### config.mk
export PLATFORM = sky130hd
export DESIGN_NAME = prf_free_lst_flat
export DESIGN_NICKNAME = d
export VERILOG_FILES = /design/src/rtl/prf_free_lst_pkg.sv /design/src/rtl/prf_free_lst_if.sv /design/src/rtl/prf_fl_ram.sv /design/src/rtl/prf_free_lst.sv /design/src/flat_wrapper.sv
export SDC_FILE = /design/constraint.sdc
export NUM_CORES = 1
export LEC_CHECK = 0
export ABC_AREA = 1
export CAP_MARGIN = 20
export CORE_MARGIN = 3
export CORE_UTILIZATION = 50
export CTS_CLUSTER_DIAMETER = 60
export CTS_CLUSTER_SIZE = 10
export DETAILED_ROUTE_END_ITERATION = 10
export PLACE_DENSITY = 0.65
export SETUP_SLACK_MARGIN = 0.1
export SYNTH_ARGS = -nofsm -noshare
export SYNTH_HDL_FRONTEND = slang
export SYNTH_HIERARCHICAL = 1
export SYNTH_SLANG_ARGS = --single-unit
### constraint.sdc
create_clock -name clk -period 18.9 [get_ports clk]
set_input_delay 3.78 -clock clk [delete_from_list [all_inputs] [get_ports clk]]
set_output_delay 3.78 -clock clk [all_outputs]
set_load 0.02 [all_outputs]
### src/rtl/prf_free_lst_pkg.sv
// Shared rename definitions: physical register file sizing, index/pointer types
// and the ready|index map field used by the issue-queue lines.
package prf_free_lst_pkg;

   localparam int PREG_NUM     = 64;
   localparam int PREG_BITS    = 6;
   localparam int ARCH_REG_NUM = 16;
   localparam int PTR_BITS     = PREG_BITS + 1;

   typedef logic [PREG_BITS-1:0] preg_t;
   typedef logic [PTR_BITS-1:0]  ptr_t;

   typedef struct packed {
      logic  rdy;
      preg_t idx;
   } map_ent_t;

   // The extra wrap bit is what separates a full list from an empty one.
   function automatic ptr_t ptr_inc(input ptr_t p);
      return p + PTR_BITS'(1);
   endfunction

endpackage

### src/rtl/prf_free_lst_if.sv
// Rename-side bundle of the free list: allocate handshake, release/commit/flush
// inputs and occupancy status.
interface prf_free_lst_if;
   import prf_free_lst_pkg::*;

   logic  alloc_req;
   logic  alloc_vld;
   preg_t alloc_preg;
   logic  fre_vld;
   preg_t fre_preg;
   logic  cmt_vld;
   logic  flush;
   ptr_t  free_cnt;
   logic  empty;
   logic  fre_ovf;

   modport master (
      output alloc_req, fre_vld, fre_preg, cmt_vld, flush,
      input  alloc_vld, alloc_preg, free_cnt, empty, fre_ovf
   );

   modport slave (
      input  alloc_req, fre_vld, fre_preg, cmt_vld, flush,
      output alloc_vld, alloc_preg, free_cnt, empty, fre_ovf
   );

endinterface

### src/rtl/prf_fl_ram.sv
// Free-list storage: asynchronous read, synchronous write, reset-loaded with the
// registers that are not architecturally mapped.
module prf_fl_ram
   import prf_free_lst_pkg::*;
(
   input  logic  clk,
   input  logic  rst,
   input  logic  we,
   input  preg_t waddr,
   input  preg_t wdata,
   input  preg_t raddr,
   output preg_t rdata
);

   preg_t mem [PREG_NUM];

   always_ff @(posedge clk or posedge rst) begin
      if (rst) begin
         for (int i = 0; i < PREG_NUM; i++) begin
            mem[i] <= (i < PREG_NUM - ARCH_REG_NUM) ? preg_t'(i + ARCH_REG_NUM) : '0;
         end
      end else if (we) begin
         mem[waddr] <= wdata;
      end
   end

   assign rdata = mem[raddr];

endmodule

### src/rtl/prf_free_lst.sv
// Physical register free list: circular buffer with speculative head, committed
// head and tail pointers; flush rewinds the speculative head in one cycle.
module prf_free_lst
   import prf_free_lst_pkg::*;
(
   input  logic             clk,
   input  logic             rst,
   prf_free_lst_if.slave    bus
);

   ptr_t  head;
   ptr_t  cmt_head;
   ptr_t  tail;
   ptr_t  free_cnt;
   preg_t rd_preg;
   logic  fre_ovf;
   logic  full;
   logic  empty;
   logic  alloc_vld;
   logic  alloc_fire;
   logic  rel_fire;
   logic  cmt_fire;

   assign free_cnt   = tail - head;
   assign full       = (free_cnt == ptr_t'(PREG_NUM));
   assign empty      = (free_cnt == '0);
   assign alloc_vld  = !empty && !bus.flush;
   assign alloc_fire = bus.alloc_req && alloc_vld;
   assign rel_fire   = bus.fre_vld && !full;
   assign cmt_fire   = bus.cmt_vld && (cmt_head != head);

   always_ff @(posedge clk or posedge rst) begin
      if (rst) begin
         head     <= '0;
         cmt_head <= '0;
         tail     <= ptr_t'(PREG_NUM - ARCH_REG_NUM);
         fre_ovf  <= 1'b0;
      end else begin
         // A same-cycle commit survives the flush, so the rewind lands past it.
         if (bus.flush) begin
            head <= cmt_head + ptr_t'(cmt_fire);
         end else if (alloc_fire) begin
            head <= ptr_inc(head);
         end
         if (cmt_fire) begin
            cmt_head <= ptr_inc(cmt_head);
         end
         if (rel_fire) begin
            tail <= ptr_inc(tail);
         end
         if (bus.fre_vld && full) begin
            fre_ovf <= 1'b1;
         end
      end
   end

   prf_fl_ram u_ram (
      .clk   (clk),
      .rst   (rst),
      .we    (rel_fire),
      .waddr (tail[PREG_BITS-1:0]),
      .wdata (bus.fre_preg),
      .raddr (head[PREG_BITS-1:0]),
      .rdata (rd_preg)
   );

   assign bus.alloc_vld  = alloc_vld;
   assign bus.alloc_preg = rd_preg;
   assign bus.free_cnt   = free_cnt;
   assign bus.empty      = empty;
   assign bus.fre_ovf    = fre_ovf;

endmodule
### src/flat_wrapper.sv
// flat-port wrapper written by rule: the top's interface ports become plain ports
module prf_free_lst_flat import prf_free_lst_pkg::*;
  (clk, rst, bus_alloc_req, bus_fre_vld, bus_fre_preg, bus_cmt_vld, bus_flush, bus_alloc_vld, bus_alloc_preg, bus_free_cnt, bus_empty, bus_fre_ovf);
  prf_free_lst_if bus_i ();
  input  logic clk;
  input  logic rst;
  input wire logic [$bits(bus_i.alloc_req)-1:0] bus_alloc_req;
  input wire logic [$bits(bus_i.fre_vld)-1:0] bus_fre_vld;
  input wire logic [$bits(bus_i.fre_preg)-1:0] bus_fre_preg;
  input wire logic [$bits(bus_i.cmt_vld)-1:0] bus_cmt_vld;
  input wire logic [$bits(bus_i.flush)-1:0] bus_flush;
  output wire logic [$bits(bus_i.alloc_vld)-1:0] bus_alloc_vld;
  output wire logic [$bits(bus_i.alloc_preg)-1:0] bus_alloc_preg;
  output wire logic [$bits(bus_i.free_cnt)-1:0] bus_free_cnt;
  output wire logic [$bits(bus_i.empty)-1:0] bus_empty;
  output wire logic [$bits(bus_i.fre_ovf)-1:0] bus_fre_ovf;
  assign bus_i.alloc_req = bus_alloc_req;
  assign bus_i.fre_vld = bus_fre_vld;
  assign bus_i.fre_preg = bus_fre_preg;
  assign bus_i.cmt_vld = bus_cmt_vld;
  assign bus_i.flush = bus_flush;
  assign bus_alloc_vld = bus_i.alloc_vld;
  assign bus_alloc_preg = bus_i.alloc_preg;
  assign bus_free_cnt = bus_i.free_cnt;
  assign bus_empty = bus_i.empty;
  assign bus_fre_ovf = bus_i.fre_ovf;
  prf_free_lst u_core (.clk(clk), .rst(rst), .bus(bus_i));
endmodule
---- Word level (Yosys, flattened, before mapping) ----
Cells that the tools add are included.
cells by class
  add/subtract/negate cells ............... 5
  order comparisons ....................... 3
  equality and inequality tests ........... 2
  multiplexer cells ....................... 8
  bitwise logic cells ..................... 2
  reductions and logical operators ........ 11
operators by type and width
  operator               number
  $bwmux W384            1
  $bmux W6 S6            1
  $demux W6 S6           1
  $add A7 B1 Y7 const B  3
  $mux W6                3
  $ge A7 B7 Y1 const B   2
  $mux W7                2
  $not A6 Y7             2
  $add A7 B1 Y7          1
  $eq A7 B7 Y1 const B   1
  $logic_not A7 Y1       1
  $lt A7 B1 Y1 const B   1
  $ne A7 B7 Y1           1
  $sub A7 B7 Y7          1
  $logic_and A1 B1 Y1    6
  $logic_not A1 Y1       3
  $reduce_bool A2 Y1     1
word-level totals
  flip-flop bits (word level) ............. 406
  output and inout port bits .............. 16

---- Depth between registers and ports, before layout ----
  depth in word-level cells ............... 7
  mapped depth ............................ 19
  depth with buffers taken out ............ 18

---- Cells and area by module ----
Netlist, hierarchy kept.
modules (own cells, without submodules)
  module        instances  cells each  area an instance (um^2)
  prf_fl_ram    1          2258        17951.0
  prf_free_lst  1          256         1835.5

---- Least setup slack after synthesis ----
No wires, ideal clock.
  path kind ............................... input to output
  start point ............................. input bus_flush
  end point ............................... output bus_alloc_vld
  arrival time ............................ 4480 ps
  required time ........................... 15120 ps
  slack ................................... 10640 ps
  cell stages on the path ................. 5
  path through ............................ clkbuf_1 > inv_1 > clkbuf_4 > nand2_1 > inv_1
on the way
  cells in the longest elaborated chain, start to end .. 2
ends and longest elaborated chain
  item                 RTL line            source
  start, declared      flat_wrapper.sv:11  input wire logic [$bits(bus_i.flush)-1:0] bus_flush;
  $logic_not A1 Y1     prf_free_lst.sv:27  assign alloc_vld = !empty && !bus.flush;
  $logic_and A1 B1 Y1  prf_free_lst.sv:27
  end, declared        flat_wrapper.sv:12  output wire logic [$bits(bus_i.alloc_vld)-1:0] bus_alloc_vld;
No other way between the ends.

---- Worst setup path after layout ----
Same ends and word-level chain as after synthesis.

==> reports/metrics.yaml <==
status:
  status: "complete, no violations"
critical_path:
  ff2ff_path_depth: 16
  crit_type: "in2out"
  cp-end-kind: "output pin"
  r2r-start: "u_core/head[2]"
  rrSetupSlack_ns: 14.34
  cp_max_fo: 14
  critPathLaunchType: "input pin"
  r2r_end: "u_core/u_ram/mem[195]"
  required_ns: 15.12
  crit_arrival_ns: 5.49
worst_hold_path:
  whs_endpoint: "u_core/u_ram/mem[367]"
  hold_class: "reg2reg"
  hp-start: "u_core/u_ram/mem[367]"
  hold_depth: 2
detailed_routing:
  wl_per_cell_um: 18.2
  via_per_inst: 5.58
  vias: 16600
  dr.pass1.iters: 5
  routed_wl_um: 54100
  ant_nets: 0
  drc: 0
  drt_iter0_drc: 1558
die:
  rows: 72
  fp.dieH_um: 205
  fp.dieW_um: 205
  core_area_um2: 38800
  initial_core_util: 0.510
  die_area_um2: 42000
  io_pins: 28
clocking:
  clk-insertion-delay-late_ns: 0.58
  clock-sinks: 406
  tritoncts: "built"
  h-tree-depth: 2
  cts_root_buf: "clkbuf_16"
  post_cts_resize_count: 0
  cts.clk_slew.worst_paths_ns: 0.06
  cts_made_buffers: 48
  post_cts_buffers: 0
  ctsHoldBuffers: 0
  cts_buffer_depth: 3
pwr:
  p_sw_frac: 0.404
  ir_drop_mv: 0.149
  pwr-share-comb: 0.375
  leakage_uw: 0.00914
  pwr-share-clk: 0.258
  intPower_uw: 2020
  power_density_nw_per_um2: 157
  netSwitchingPower_uw: 1370
  p_seq_frac: 0.367
grt:
  grt_pass1_vias: 16200
  grt_pass1_wl_um: 87600
  antenna_found_initial: 0
  grt_max_degree: 177
  overflow: 0
  track_usage: 0.261
yosys:
  avgSynthCellArea_um2: 7.87
  dominantRegCellSynth: "dfrtp_1"
  ys_warn_count: 6
  synth_area_leaders: "dfrtp_1 31%, dfstp_2 22%, nand2_1 18%"
  synth.top_cell.area_share: 0.309
  ys_ff_latch: 406
  yosys.area.top_type: "dfrtp_1"
  synth_nets: 2538
  syn_area_um2: 19800
  syn_inst: 2514
  ys_seq_area_frac: 0.524
  async_reset_ff_frac: 1.00
  synth_cell_types: 38
  synth_edf_count: 0
sta:
  max_freq_mhz: 108
  setup-violations-final: 0
  slew_violations: 0
  fin_skew_ns: 0.0171
  finalHoldViolCount: 0
  fin_crit_sh: 0.490
  period_minus_slack_ns: 9.27
  relSlewSlack: 0.263
  tns_ns: 0
  worst_pin_slew_ns: 1.11
  timing.hold.ws_ns: 0.471
  rsz0062_at_grt: "no"
run:
  maxCapViolCount: 0
placement:
  routabilityCongestion: 0.811
  hpwl_um: 30400
  port_buffers: 27
final_layout:
  regArea_um2: 10400
  multi_input_area_um2: 8450
  area_growth_pct: 9.20
  layout-drive-gt1-share: 0.119
  nets: 2447
  fill_cells: 3573
  antenna_cells: 0
-- worst max-delay path, stage by stage --
cell and delay (ns):
clkdlybuf4s50_1 0.54, inv_1 0.41, nand2_1 0.10, inv_1 0.07, clkdlybuf4s50_1 0.59
-- synth_stat cells (2+ instances only) --
master,count
dfstp_2,162
nor4_2,2
nand2_1,951
clkbuf_1,139
nand3_4,2
inv_1,43
buf_2,27
nand4_1,6
nor2_2,2
nor3_1,10
buf_1,18
dfrtp_1,244
nand3_1,346
xor2_1,14
clkinv_1,8
o21ai_1,67
nor3_2,8
xnor2_1,6
nor2_1,76
a21oi_1,66
nor4_4,6
o21ai_0,270
ha_1,11
nand2_2,2
inv_2,10
nand3_2,2
nand2_4,5
-- stage by stage --
| stage | util | setup WS, ns | cell area (um^2) | std cells | power, uW |
|---|---|---|---|---|---|
| finish | 0.556 | 9.63 | 21600 | 2980 | 3380 |
| detailed placement | 0.518 | 9.66 | 20100 | 2890 | 2510 |
| CTS | 0.556 | 9.64 | 21600 | 2979 | 3400 |
| global placement | 0.518 | 9.65 | 20100 | 2890 | 2480 |
| global route | 0.556 | 9.52 | 21600 | 2980 | 3610 |
| floorplan | - | 4.71 | 19800 | 2514 | 2090 |
-- flip-flops by register name (all words and copies together), names as in the netlist --
signal,flops
u_core/cmt_head,7
u_core/bus.fre_ovf,1
u_core/u_ram/mem,384
u_core/tail,7
u_core/head,7
-- area by class of cell --
| type | count | share of cell area |
|---|---|---|
| sequential | 406 | 0.480 |
| inverter | 62 | 0.0115 |
| multi-input combinational | 1860 | 0.391 |
| timing repair buffer | 45 | 0.0193 |
| tap | 518 | 0.0300 |
| clock buffer | 84 | 0.0652 |
| clock inverter | 5 | 0.00295 |
-- cells in the final DEF, fill, tap and decap left out, types with 14 or more instances in the layout --
cell type,Yosys,routed
inv_1,43,41
nand2_1,951,951
clkbuf_1,139,31
nand3_1,346,346
clkdlybuf4s50_1,0,27
dfrtp_1,244,241
inv_2,10,17
clkbuf_16,0,50
buf_4,1,17
o21ai_0,270,270
dfstp_2,162,162
o21ai_1,67,67
xor2_1,14,14
a21oi_1,66,66
nor2_1,76,76
-- power by group through the flow --
stage / Sequential, uW / Combinational [uW] / Clock [uW]
floorplan: 1190 / 901 / 0
global placement: 1240 / 1240 / 0
detailed placement: 1250 / 1260 / 0
CTS: 1240 / 1260 / 896
global route: 1260 / 1410 / 929
finish: 1240 / 1270 / 874
-- worst max-delay path by stage --
| stage | cells after the start | endpoint | slack, ns | from |
|---|---|---|---|---|
| after floorplan | 1 | u_core/u_ram/mem[0] | 4.71 | rst |
| after global placement | 5 | bus_alloc_vld | 9.65 | bus_flush |
| after detailed placement | 5 | bus_alloc_vld | 9.66 | bus_flush |
| after CTS | 5 | bus_alloc_vld | 9.64 | bus_flush |
| after global routing | 5 | bus_alloc_vld | 9.52 | bus_flush |
| final | 5 | bus_alloc_vld | 9.63 | bus_flush |
-- metal layers --
metal,track usage,part of all wire,vias to the layer above
met4,0.0886,0.029,0
met2,0.414,0.45,579
li1,-,-,8033
met1,0.368,0.45,7917
met5,0,0,-
met3,0.0427,0.069,112
-- cell families (layout without fill, tap and decap cells) --
logic type      count (synthesis)  in the layout  share of synthesized area
compound gates                408            408                      0.104
buf+inv                       248            196                     0.0493
fa+ha+maj                      12             12                    0.00797
simple gates                 1420           1420                      0.306
xor+xnor                       20             20                    0.00885
flops                         406            406                      0.524
Power figures use the tool's default switching activity.
